--- src/rtl/maze_pkg.sv ---
// maze_pkg: maze geometry, coordinate widths, direction switch bit indices,
// the player-move FSM state type and the cell index helper. Shared by the
// player controller, the renderer and the wall ROM.
package maze_pkg;

  localparam int MAZE_W = 20;  // cells across (640/32)
  localparam int MAZE_H = 15;  // cells down (480/32)
  localparam int X_W    = 5;   // column width
  localparam int Y_W    = 4;   // row width
  localparam int ADDR_W = 9;   // cell index width, MAZE_W*MAZE_H <= 512

  // Bit positions inside the 4-bit direction switch bus
  localparam int DIR_RIGHT = 0;
  localparam int DIR_LEFT  = 1;
  localparam int DIR_DOWN  = 2;
  localparam int DIR_UP    = 3;

  typedef enum logic [1:0] {
    ST_IDLE    = 2'd0,
    ST_CHECK   = 2'd1,
    ST_WAIT_RD = 2'd2,
    ST_COMMIT  = 2'd3
  } move_state_t;

  // Row-major cell index y*MAZE_W + x, evaluated at full address width
  function automatic logic [ADDR_W-1:0] cell_index(input logic [X_W-1:0] x,
                                                   input logic [Y_W-1:0] y);
    return ADDR_W'(y) * ADDR_W'(MAZE_W) + ADDR_W'(x);
  endfunction

endpackage

--- src/rtl/step_timer.sv ---
// step_timer: counts frame ticks while the direction input is valid and
// emits a one-cycle step pulse every FRAMES_PER_STEP ticks.
// Ports:
//   clk, rst     clock, synchronous active-high reset
//   frame_tick   one-cycle pulse per frame
//   dir_valid    exactly one direction bit set; low clears the count
//   ready        consumer can accept a step; while low the count parks on
//                its last value so the step fires once the consumer frees up
//   step         combinational pulse, coincident with the firing frame_tick
module step_timer #(
  parameter int FRAMES_PER_STEP = 8
) (
  input  logic clk,
  input  logic rst,
  input  logic frame_tick,
  input  logic dir_valid,
  input  logic ready,
  output logic step
);

  localparam int CNT_W = (FRAMES_PER_STEP > 1) ? $clog2(FRAMES_PER_STEP) : 1;
  localparam logic [CNT_W-1:0] LAST = CNT_W'(FRAMES_PER_STEP - 1);

  logic [CNT_W-1:0] cnt_r;
  logic             at_last_s;

  assign at_last_s = (cnt_r == LAST);
  assign step      = frame_tick & dir_valid & ready & at_last_s;

  // Frame tick counter with clear on invalid direction and hold while busy
  always_ff @(posedge clk) begin
    if (rst) begin
      cnt_r <= {CNT_W{1'b0}};
    end else if (!dir_valid) begin
      cnt_r <= {CNT_W{1'b0}};
    end else if (frame_tick) begin
      if (at_last_s) begin
        if (ready) begin
          cnt_r <= {CNT_W{1'b0}};
        end else begin
          cnt_r <= cnt_r;
        end
      end else begin
        cnt_r <= cnt_r + CNT_W'(1);
      end
    end else begin
      cnt_r <= cnt_r;
    end
  end

endmodule

--- src/rtl/player_move_ctrl.sv ---
// player_move_ctrl: maze player controller. Samples the direction switches
// per frame, wall-checks the target cell through a 1-cycle-latency read port
// and moves the player one cell per step period.
// Ports:
//   clk, rst      clock, synchronous active-high reset
//   frame_tick    one-cycle pulse per frame
//   dir[3:0]      [0]=right [1]=left [2]=down [3]=up
//   maze_rd       wall-memory read strobe (one cycle)
//   maze_addr     target cell index y*MAZE_W+x
//   maze_wall     1 = wall, valid the cycle after maze_rd
//   player_x/y    current player cell
//   goal_reached  sticky goal flag, cleared only by rst
// Build option: define PLAYER_WRAP_EN to wrap moves off an edge to the
// opposite edge instead of blocking them.
module player_move_ctrl
  import maze_pkg::*;
#(
  parameter int START_X         = 1,
  parameter int START_Y         = 1,
  parameter int GOAL_X          = 18,
  parameter int GOAL_Y          = 13,
  parameter int FRAMES_PER_STEP = 8
) (
  input  logic              clk,
  input  logic              rst,
  input  logic              frame_tick,
  input  logic [3:0]        dir,
  output logic              maze_rd,
  output logic [ADDR_W-1:0] maze_addr,
  input  logic              maze_wall,
  output logic [X_W-1:0]    player_x,
  output logic [Y_W-1:0]    player_y,
  output logic              goal_reached
);

  move_state_t    state_r;
  logic [X_W-1:0] tgt_x_r;
  logic [Y_W-1:0] tgt_y_r;
  logic           moved_r;

  logic           dir_valid_s;
  logic           ready_s;
  logic           step_s;
  logic [X_W-1:0] next_x_s;
  logic [Y_W-1:0] next_y_s;
  logic           in_range_s;

  assign dir_valid_s = $onehot(dir);
  assign ready_s     = (state_r == ST_IDLE) & ~goal_reached;

  step_timer #(
    .FRAMES_PER_STEP(FRAMES_PER_STEP)
  ) u_step_timer (
    .clk        (clk),
    .rst        (rst),
    .frame_tick (frame_tick),
    .dir_valid  (dir_valid_s),
    .ready      (ready_s),
    .step       (step_s)
  );

  // Target cell and edge handling for the requested direction
  always_comb begin
    next_x_s   = player_x;
    next_y_s   = player_y;
    in_range_s = 1'b0;
    if (dir[DIR_RIGHT]) begin
      if (player_x == X_W'(MAZE_W - 1)) begin
`ifdef PLAYER_WRAP_EN
        next_x_s   = {X_W{1'b0}};
        in_range_s = 1'b1;
`else
        in_range_s = 1'b0;
`endif
      end else begin
        next_x_s   = player_x + X_W'(1);
        in_range_s = 1'b1;
      end
    end else if (dir[DIR_LEFT]) begin
      if (player_x == {X_W{1'b0}}) begin
`ifdef PLAYER_WRAP_EN
        next_x_s   = X_W'(MAZE_W - 1);
        in_range_s = 1'b1;
`else
        in_range_s = 1'b0;
`endif
      end else begin
        next_x_s   = player_x - X_W'(1);
        in_range_s = 1'b1;
      end
    end else if (dir[DIR_DOWN]) begin
      if (player_y == Y_W'(MAZE_H - 1)) begin
`ifdef PLAYER_WRAP_EN
        next_y_s   = {Y_W{1'b0}};
        in_range_s = 1'b1;
`else
        in_range_s = 1'b0;
`endif
      end else begin
        next_y_s   = player_y + Y_W'(1);
        in_range_s = 1'b1;
      end
    end else if (dir[DIR_UP]) begin
      if (player_y == {Y_W{1'b0}}) begin
`ifdef PLAYER_WRAP_EN
        next_y_s   = Y_W'(MAZE_H - 1);
        in_range_s = 1'b1;
`else
        in_range_s = 1'b0;
`endif
      end else begin
        next_y_s   = player_y - Y_W'(1);
        in_range_s = 1'b1;
      end
    end else begin
      in_range_s = 1'b0;
    end
  end

  // Move FSM: read the target cell, wait for the wall bit, then commit.
  // The position register loads at the end of WAIT_RD (the wall bit is valid
  // then), so COMMIT already presents the new cell and evaluates the goal.
  always_ff @(posedge clk) begin
    if (rst) begin
      state_r      <= ST_IDLE;
      player_x     <= X_W'(START_X);
      player_y     <= Y_W'(START_Y);
      tgt_x_r      <= {X_W{1'b0}};
      tgt_y_r      <= {Y_W{1'b0}};
      moved_r      <= 1'b0;
      maze_rd      <= 1'b0;
      maze_addr    <= {ADDR_W{1'b0}};
      goal_reached <= 1'b0;
    end else begin
      maze_rd <= 1'b0;
      case (state_r)
        ST_IDLE: begin
          // Out-of-range attempts consume the step but never touch memory
          if (step_s && in_range_s) begin
            tgt_x_r   <= next_x_s;
            tgt_y_r   <= next_y_s;
            maze_rd   <= 1'b1;
            maze_addr <= cell_index(next_x_s, next_y_s);
            state_r   <= ST_CHECK;
          end else begin
            state_r <= ST_IDLE;
          end
        end
        ST_CHECK: begin
          state_r <= ST_WAIT_RD;
        end
        ST_WAIT_RD: begin
          moved_r <= ~maze_wall;
          if (!maze_wall) begin
            player_x <= tgt_x_r;
            player_y <= tgt_y_r;
          end else begin
            player_x <= player_x;
            player_y <= player_y;
          end
          state_r <= ST_COMMIT;
        end
        ST_COMMIT: begin
          // Only an actual move onto the goal counts, not sitting on it
          if (moved_r && (player_x == X_W'(GOAL_X)) && (player_y == Y_W'(GOAL_Y))) begin
            goal_reached <= 1'b1;
          end else begin
            goal_reached <= goal_reached;
          end
          state_r <= ST_IDLE;
        end
        default: begin
          state_r <= ST_IDLE;
        end
      endcase
    end
  end

endmodule

--- config.mk ---
export PLATFORM = sky130hd
export DESIGN_NAME = player_move_ctrl
export DESIGN_NICKNAME = d
export VERILOG_FILES = /design/src/rtl/maze_pkg.sv /design/src/rtl/step_timer.sv /design/src/rtl/player_move_ctrl.sv
export SDC_FILE = /design/constraint.sdc
export NUM_CORES = 1
export LEC_CHECK = 0
export BUFFER_PORTS_ARGS = -buffer_cell sky130_fd_sc_hd__buf_2
export CORE_MARGIN = 1
export CORE_UTILIZATION = 35
export CTS_CLUSTER_DIAMETER = 80
export CTS_CLUSTER_SIZE = 24
export DETAILED_ROUTE_END_ITERATION = 6
export SETUP_SLACK_MARGIN = 0.02
export SLEW_MARGIN = 20
export SYNTH_ARGS = -nofsm -noshare
export SYNTH_HDL_FRONTEND = slang
export SYNTH_HIERARCHICAL = 1
export SYNTH_SLANG_ARGS = --single-unit
--- constraint.sdc ---
create_clock -name clk -period 7.7 [get_ports clk]
set_input_delay 0.77 -clock clk [delete_from_list [all_inputs] [get_ports clk]]
set_output_delay 0.77 -clock clk [all_outputs]
set_load 0.01 [all_outputs]
; Word level (Yosys, flattened, before mapping)
; Index checks and enable logic that the tools add are counted.
[totals]
ff_bits = 35
inputBits = 8
word_cells = 73
output_inout_bits = 20
[op_classes]
bitwise = 8
eq_ne = 10
n_addsub = 9
reduce_logical = 12
n_mux = 23
multipliers = 1
[op_table]
columns = op, n
row1 = two-way mux 4 bit, 6
row2 = two-way mux 5 bit, 4
row3 = "equality test 5 bit, second input constant", 2
row4 = two-way mux 1 bit, 10
row5 = adder 9 x 5 -> 9 bit, 1
row6 = "equality test 4 bit, second input constant", 2
row7 = one-hot mux 2 bit (4 select lines), 1
row8 = AND reduction 2 bit, 4
row9 = "multiplier 4 x 3 -> 7 bit, second input constant", 1
row10 = two-way mux 3 bit, 2
row11 = "adder 5 x 1 -> 5 bit, second input constant", 1
row12 = logical NOT 5 bit, 1
row13 = "subtractor 5 x 1 -> 5 bit, second input constant", 1
row14 = adder 1 x 1 -> 2 bit, 2
row15 = "adder 4 x 1 -> 4 bit, second input constant", 1
row16 = bitwise AND 1 bit, 4
row17 = "equality test 2 bit, second input constant", 2
row18 = logical NOT 4 bit, 1
row19 = NOT 1 bit, 4
row20 = OR reduction 2 bit, 2
row21 = "subtractor 4 x 1 -> 4 bit, second input constant", 1
row22 = adder 2 x 2 -> 3 bit, 1
row23 = "adder 3 x 1 -> 3 bit, second input constant", 1
row24 = "equality test 3 x 1 -> 1 bit, second input constant", 1
row25 = 5 further kinds, 7

; Longest topological paths before layout
; Gate-level depths: netlist of run 1.
[depth]
word_depth = 9
mapped_depth = 15
ltp_nobuf = 15

; Cells and area by module
; Netlist of run 1, hierarchy kept.
[by_module_without_submodules]
columns = mod, area_per_inst_um2, seq_area_each_um2, cells_each, instances
row1 = player_move_ctrl, 1971.9, 600.6, 242, 1
row2 = step_timer, 193.9, 60.1, 18, 1

; Worst setup path after synthesis of run 1
; No wires, ideal clock.
[synth_path]
path_kind = input port to flip-flop
startpoint = input port dir[2]
endpoint = register maze_addr[8]
setup_ps = 88
t_required_ps = 7612
setup_slack_ps = 4173
arrival_ps = 3439
n_path_buf = 1
stages = 12
path_cell_list = clkbuf_2 -> nor4_2 -> nand4_1 -> o221ai_1 -> a21boi_4 -> ha_1 -> ha_1 -> inv_1 -> fa_1 -> or2_1 -> or3_1 -> a311oi_2
[synth_via]
word_cells_on_any_way = 16
cone_classes = add/sub (3) / mul (1) / eq/ne (1) / mux (6) / bitwise (3) / reduce/logical (2)
[synth_rtl]
columns = item, line
row1 = start: declaration, player_move_ctrl.sv:27  ; input logic [3:0] dir,
row2 = two-way mux 4 bit, player_move_ctrl.sv:91  ; end else if (dir[DIR_DOWN]) begin
row3 = two-way mux 4 bit, player_move_ctrl.sv:79  ; end else if (dir[DIR_LEFT]) begin
row4 = two-way mux 4 bit, player_move_ctrl.sv:67  ; if (dir[DIR_RIGHT]) begin
row5 = net next_y_s[3], player_move_ctrl.sv:45  ; logic [Y_W-1:0] next_y_s;
row6 = multiplier 4 x 3 -> 7 bit, maze_pkg.sv:28  ; return ADDR_W'(y) * ADDR_W'(MAZE_W) + ADDR_W'(x);
row7 = adder 9 x 5 -> 9 bit, maze_pkg.sv:28
row8 = end signal: assignment, player_move_ctrl.sv:132  ; maze_addr <= {ADDR_W{1'b0}};
row9 = end signal: assignment, player_move_ctrl.sv:143  ; maze_addr <= cell_index(next_x_s, next_y_s);
row10 = end: declaration, player_move_ctrl.sv:29  ; output logic [ADDR_W-1:0] maze_addr,
; The timed path passes the listed nets, and every way through them passes these cells.
; A chain may end at the register's enable or synchronous reset.

; Worst setup path in the final report of run 1
[layout_path]
startpoint = input port dir[0]
endpoint = register maze_addr[8]
[layout_via]
word_cells_on_any_way = 13
cone_classes = add/sub (3) / mul (1) / eq/ne (1) / mux (3) / bitwise (3) / reduce/logical (2)
[layout_rtl]
columns = item, line
row1 = two-way mux 4 bit, player_move_ctrl.sv:67
row2 = net next_y_s[2], player_move_ctrl.sv:45
row3 = multiplier 4 x 3 -> 7 bit, maze_pkg.sv:28
row4 = adder 9 x 5 -> 9 bit, maze_pkg.sv:28
; The timed path passes the listed nets, and every way through them passes these cells.

==> results of run 1 <==
cells in the final DEF (no fill, tap or decap), types with 5 or more instances in the layout:
| master | netlist | routed |
|---|---|---|
| inv_1 | 19 | 19 |
| ha_1 | 22 | 22 |
| clkbuf_8 | 0 | 5 |
| nand3_1 | 6 | 6 |
| o21ai_0 | 6 | 6 |
| xnor2_1 | 6 | 6 |
| buf_2 | 4 | 27 |
| dfxtp_1 | 33 | 33 |
| a21oi_1 | 24 | 24 |
| nor2b_1 | 5 | 5 |
| nand2_1 | 40 | 40 |
| nor2_1 | 19 | 19 |
| nor3_1 | 5 | 5 |
layout make-up:
class / instances / share of cell area (%)
Clock buffer: 5 / 2.84
Multi-Input combinational cell: 193 / 55.6
Timing Repair Buffer: 27 / 5.57
Inverter: 19 / 2.94
Sequential cell: 33 / 27.2
Clock inverter: 3 / 1.91
Tap cell: 75 / 3.87
final timing paths:
| check | startpoint | end | slack (ps) | depth (start not counted) |
|---|---|---|---|---|
| setup / recovery | dir[0] | maze_addr[8] | 3890 | 10 |
| hold / removal | tgt_y_r[3] | player_y[3] | 450 | 2 |
| setup reg to reg | player_y[0] | maze_addr[8] | 3900 | 12 |
| hold reg to reg | tgt_y_r[3] | player_y[3] | 450 | 2 |
metal layers:
metal	wire length (µm)	vias up	part of all wire, %
li1	-	930	-
met1	2290	812	48
met2	2080	55	44
met3	321	7	6.7
met4	63	0	1.3
met5	0	-	0
sequential cells by signal, summed over array words and instances (netlist names):
name and cells:
player_x 5, player_y 4, u_step_timer/cnt_r 3, maze_rd 1, tgt_y_r 4, state_r 2, moved_r 1, goal_reached 1
tgt_x_r 3, maze_addr 9
power by group:
part	leakage (nW)	switching [mW]	internal [mW]
registers	0.266	0.000268	0.171
logic	0.649	0.0141	0.00867
clock network	0.0543	0.0700	0.0969
kinds of logic after synthesis:
logic type      Yosys count
simple gates            100
compound gates           57
buf+inv                  34
flops                    33
fa+ha+maj                25
xor+xnor                  7
mux                       4
worst max-delay path, stage by stage:
cell and delay [ps]:
buf_2 180, or2_1 340, o311ai_0 860, ha_1 280, ha_1 160, inv_1 50, fa_1 470, or2_1 290
or3_1 330, a311oi_2 260
==> summary.txt, run 1 <==
Synthesis
  • Synth Area per Inst: 8.33 µm²
  • Mux contribution to synthesized area: 1.85%
  • XOR/XNOR share of the synthesized area: roughly 2.8%
  • Netlist cell types: 54
  • Async SR Flop Fraction: 0%
  • Yosys top cell area share: between 30% and 40%
  • Area leader, netlist: dfxtp_1
  • Synth area leaders: dfxtp_1, ha_1, nand2_1, a21oi_1, inv_1
  • Simple-gate area share of the yosys netlist: about a quarter
  • Post-synth EDFFs: 0
  • Compound-gate portion of the synthesized area: 18.8%
  • Post-synthesis adder-cell area fraction: roughly 15%
  • Main synth FF type: dfxtp_1
  • Count leader, synth: nand2_1
  • Synth cell count leaders: nand2_1, dfxtp_1, a21oi_1
  • Largest family of logic cells by synthesized area: simple AND/OR/NAND/NOR gates
  • Number of synthesized register bits: 33
  • YS warnings: 6
  • Syn nets: 293
  • Gate Count Post-Synth: between 200 and 300
  • Register area share after synthesis: a little under a third
  • Mapped Area: 0.00217 mm²

Placement
  • Final Wtd Congestion: slightly above 0.8
  • Place WS: 3730 ps
  • Placed cells: ~350
  • DP HPWL: roughly 3.5 mm
  • IO buf count: 27
  • Post-DP Area: approximately 0.0023 mm²

Run
  • Max Cap Violations: 0

Power
  • Final Power: around 360 µW
  • Leakage: around 0.97 nW
  • Cell Pwr Density: 149 mW/mm²
  • Worst VDD drop: ~0.087 mV

Clock tree
  • CTS sink cnt: 33
  • Clock transition at path regs: around 80 ps
  • PostCTS Resize Cnt: 0
  • Cts hold-fix bufs: 0
  • CTS tree: done
  • H-tree depth: 2
  • Worst-skew pair later-pin latency: 290 ps
  • Setup Buffers After CTS: 0
  • Clock Path Buffers: 2
  • Root buffer cell: clkbuf_8
  • Clock buffer count from CTS: 5

Cells and area
  • Final Util: 40.7%
  • Fillers: between 600 and 700
  • Fin cells: between 300 and 400
  • Design Area, Final: 0.00242 mm²
  • Area of the multi-input gates: between 0.001 and 0.0015 mm²
  • Antenna diode count: 0
  • Area grow syn2layout: 12.0%
  • Share of cells above drive strength 1: between 10% and 20%
  • FF+latch area: ~660 µm²
  • Final #Nets: between 300 and 400

Timing
  • Final setup vio count: 0
  • RSZ-0062 raised after global routing: false
  • Max Clk Rate: 263 MHz
  • Worst slew pin tran: ~950 ps
  • Slew HR: around 36%
  • Tmin final: about 3800 ps
  • Clock Skew: roughly 6.4 ps
  • Slew Viols, Final: 0
  • Final hold vios: 0
  • Final WS setup: slightly below 4000 ps
  • Setup TNS: 0 ps
  • Crit share post-route: roughly 49%
  • Hold slack: approximately 450 ps

Hold path
  • HP Class: reg2reg

GRT
  • GR peak layer: met2
  • Met1 usage: a little over a fifth
  • Met3 Track Usage GR: 3.52%
  • Vias in the first global route: roughly 1700
  • Initial antenna violation count: 0
  • Total grt overflow: 0
  • First-pass GRT wire length: about 7.8 mm
  • Met2 GRT Util: about a quarter
  • Largest net degree at the start of global routing: 32
  • Total track usage: between 10% and 20%

Route
  • Post-route ant nets: 0
  • First drt pass iteration count: 4
  • Routed vias: ~1800
  • Remaining DRCs: 0
  • Routed len/inst: 13.4 µm
  • DR vias/cell: roughly 5
  • DRT iter0 DRCs: 89
  • Total Wirelength: about 4.8 mm

Critical path
  • Critical path class: in2reg
  • CP Data Arrival Time: 4000 ps
  • Crit end category: flop
  • Worst Setup Start Kind: input port
  • Worst Path Required: about 7900 ps
  • CP max FO: 13

Floorplanning
  • Die height: between 80 and 90 µm
  • DIE AREA: about 0.0065 mm²
  • Die width: 80.7 µm
  • Site Rows: 28
  • Core ar.: roughly 0.0060 mm²
  • I/O Pins: 28
  • Starting Density: between 30 and 40%

Status
  • Status: complete, no violations
Power figures use the tool's default switching activity.
==> run 2: changes to the inputs <==
ABC_AREA = 1   (was unset)
clock period = 4 ns   (was 7.7 ns; I/O delays follow)
==> run 2 against run 1 <==
Clock-buffer cell count unchanged. Register-to-register slack lost 3100 ps. Total power up 110%. Final area is 4.1% higher. Sequential power up 94%. Highest routed layer unchanged.
==> summary.txt, run 2 <==
Synthesis
  • Largest family of logic cells by synthesized area: simple AND/OR/NAND/NOR gates
  • Synth area leaders: dfxtp_1, ha_1, inv_1, nand2_1, a21oi_1
  • Synth Area per Inst: just over 7 µm²
  • Area leader, netlist: dfxtp_1
  • Compound-gate portion of the synthesized area: roughly 16%
  • Count leader, synth: inv_1
  • XOR/XNOR share of the synthesized area: 2.75%
  • Yosys top cell area share: ~30%
  • Post-synth EDFFs: 0
  • Async SR Flop Fraction: 0%
  • Register area share after synthesis: between 20 and 30%
  • Simple-gate area share of the yosys netlist: approximately a quarter
  • Syn nets: 340
  • Netlist cell types: between 40 and 50
  • Post-synthesis adder-cell area fraction: roughly 15%
  • Mux contribution to synthesized area: 0%
  • Gate Count Post-Synth: 307
  • Synth cell count leaders: inv_1, nand2_1, dfxtp_1
  • Main synth FF type: dfxtp_1
  • Mapped Area: between 0.002 and 0.0025 mm²
  • Number of synthesized register bits: 33
  • YS warnings: 6

Power
  • Switching part of the total: ~23%
  • Net switching power: 174 µW
  • Cell Pwr Density: approximately 310 mW/mm²
  • Worst VDD drop: 0.173 mV
  • Final Power: ~770 µW
  • Sequential share of power: around 43%
  • Internal power: approximately 600 µW
  • Combinational fraction of design power: under 10%
  • Leakage: 1.25 nW
  • Clk pwr share: 49.4%

Clock tree
  • Clock transition at path regs: ~80 ps
  • Setup Buffers After CTS: 0
  • Worst-skew pair later-pin latency: 300 ps
  • CTS sink cnt: 33
  • Clock Path Buffers: 2
  • CTS tree: done
  • Clock buffer count from CTS: 5
  • PostCTS Resize Cnt: 0
  • H-tree depth: 2
  • Root buffer cell: clkbuf_8
  • Cts hold-fix bufs: 0

Timing
  • Max Clk Rate: between 300 and 400 MHz
  • Final WS setup: about 810 ps
  • Final setup vio count: 0
  • Crit share post-route: about 80%
  • Final hold vios: 0
  • Hold slack: ~360 ps
  • Slew HR: roughly 57%
  • Clock Skew: ~11 ps
  • Tmin final: 3190 ps
  • Slew Viols, Final: 0
  • RSZ-0062 raised after global routing: false
  • Setup TNS: 0 ps
  • Worst slew pin tran: 640 ps

Floorplanning
  • Starting Density: roughly 37%
  • DIE AREA: 0.00669 mm²
  • I/O Pins: 28
  • Core ar.: 0.00603 mm²
  • Site Rows: 28
  • Die width: between 80 and 90 µm
  • Die height: roughly 80 µm

Placement
  • Placed cells: 400
  • Post-DP Area: between 0.002 and 0.0025 mm²
  • DP HPWL: 3.86 mm
  • Final Wtd Congestion: ~0.88
  • IO buf count: 27
  • Place WS: between 600 and 700 ps

Cells and area
  • Antenna diode count: 0
  • Fin cells: slightly above 400
  • Most flop-heavy register: maze_addr
  • Most frequent cells in the layout: inv_1, nand2_1, dfxtp_1
  • Final Util: between 40% and 50%
  • Area grow syn2layout: 13.3%
  • Commonest non-fill, non-tap cell in the layout: inv_1
  • Final #Nets: 365
  • Fillers: between 600 and 700
  • Max reg flops: 9
  • Share of cells above drive strength 1: about 16%
  • Largest regs: maze_addr x9, player_x x5
  • Design Area, Final: roughly 0.0025 mm²

Critical path
  • Crit end category: flop
  • Critical path class: reg2reg
  • RR Startpoint: player_y[0]
  • CP bufs+invs: 6
  • Cell family with most CP delay: adder cells
  • CP max FO: 7
  • Worst r2r dst: maze_addr[8]
  • Max stage delay cell, worst path: dfxtp_1
  • Worst Setup Start Kind: flop
  • FF-to-FF path depth: 20
  • CP most frequent cell: inv_1
  • CP Data Arrival Time: around 3400 ps
  • CP cell instances: inv_1 > ha_1 > nand2_1 > nor2_2 > nor2_1 > nand2_1 > inv_2 > nand2_2 > nand2_2 > inv_1 > ha_1 > ha_1 > inv_1 > fa_1 > inv_1 > nand2_1 > o2111ai_1 > nand2_1 > inv_1 > a21oi_1
  • Worst Path Required: ~4200 ps
  • R2R Setup Slk: between 800 and 900 ps
  • Slowest stage delay, CP: 460 ps

Hold path
  • Hold path start: rst
  • Hold endpoint: goal_reached
  • HP Class: in2reg
  • Cell depth of the worst hold path: 2

Route
  • DRT iter0 DRCs: 140
  • Routed vias: 1990
  • First drt pass iteration count: 4
  • DR vias/cell: between 4 and 5
  • Remaining DRCs: 0
  • Total Wirelength: approximately 5.1 mm
  • Post-route ant nets: 0
  • Routed len/inst: between 10 and 15 µm

Run
  • Max Cap Violations: 0

GRT
  • Total track usage: 17.3%
  • First-pass GRT wire length: about 8.8 mm
  • Initial antenna violation count: 0
  • Largest net degree at the start of global routing: 26
  • Vias in the first global route: approximately 1900
  • Total grt overflow: 0

Status
  • Status: complete, no violations
-- run 2: final cells by class --
class | count | area, µm² | share of cell area [%]
Inverter | 56 | 214 | 8.47
Multi-Input combinational cell | 209 | 1290 | 51.0
Sequential cell | 33 | 661 | 26.2
Clock inverter | 3 | 65.1 | 2.58
Tap cell | 75 | 93.8 | 3.72
Timing Repair Buffer | 27 | 135 | 5.35
Clock buffer | 5 | 68.8 | 2.73
-- run 2: layer usage --
layer | up-vias | wire length (µm) | GRT usage, %
met5 | - | 0 | 0
met4 | 0 | 79 | 5.96
met3 | 6 | 314 | 4.00
met2 | 48 | 2180 | 26.8
met1 | 893 | 2490 | 23.4
li1 | 1043 | - | -
-- run 2: how the worst max path moves through the flow --
| stage | slack (ps) | start | end | cells past startpoint |
|---|---|---|---|---|
| 2_1_floorplan | 1090 | player_y[0] | maze_addr[8] | 19 |
| 3_3_place_gp | 660 | dir[0] | maze_addr[6] | 15 |
| 3_5_place_dp | 690 | dir[0] | maze_addr[6] | 15 |
| 4_1_cts | 840 | player_y[0] | maze_addr[8] | 20 |
| 5_1_grt | 540 | player_y[0] | maze_addr[8] | 20 |
| 6_report | 810 | player_y[0] | maze_addr[8] | 20 |
-- run 2: cell families after synthesis --
logic type,after synthesis
adder cells (fa/ha/maj),25
XOR/XNOR,7
buffers and inverters,65
AO/OA/AOI/OAI,59
flip-flops,33
AND/OR/NAND/NOR,118
-- run 2: worst reg2reg max path, stage by stage, from the launching register on --
cell,delay [ps]
dfxtp_1,460
inv_1,150
ha_1,240
nand2_1,80
nor2_2,60
nor2_1,170
nand2_1,90
inv_2,50
nand2_2,90
nand2_2,100
inv_1,70
ha_1,290
ha_1,210
inv_1,70
fa_1,410
inv_1,100
nand2_1,80
o2111ai_1,180
nand2_1,70
inv_1,50
a21oi_1,60
-- run 2: power by group through the flow --
stage,clock (mW),combinational [mW],sequential [mW]
global placement,0,0.0604,0.339
finish,0.381,0.0605,0.331
floorplan,0,0.0429,0.338
global route,0.408,0.0704,0.331
detailed placement,0,0.0604,0.339
CTS,0.390,0.0608,0.331
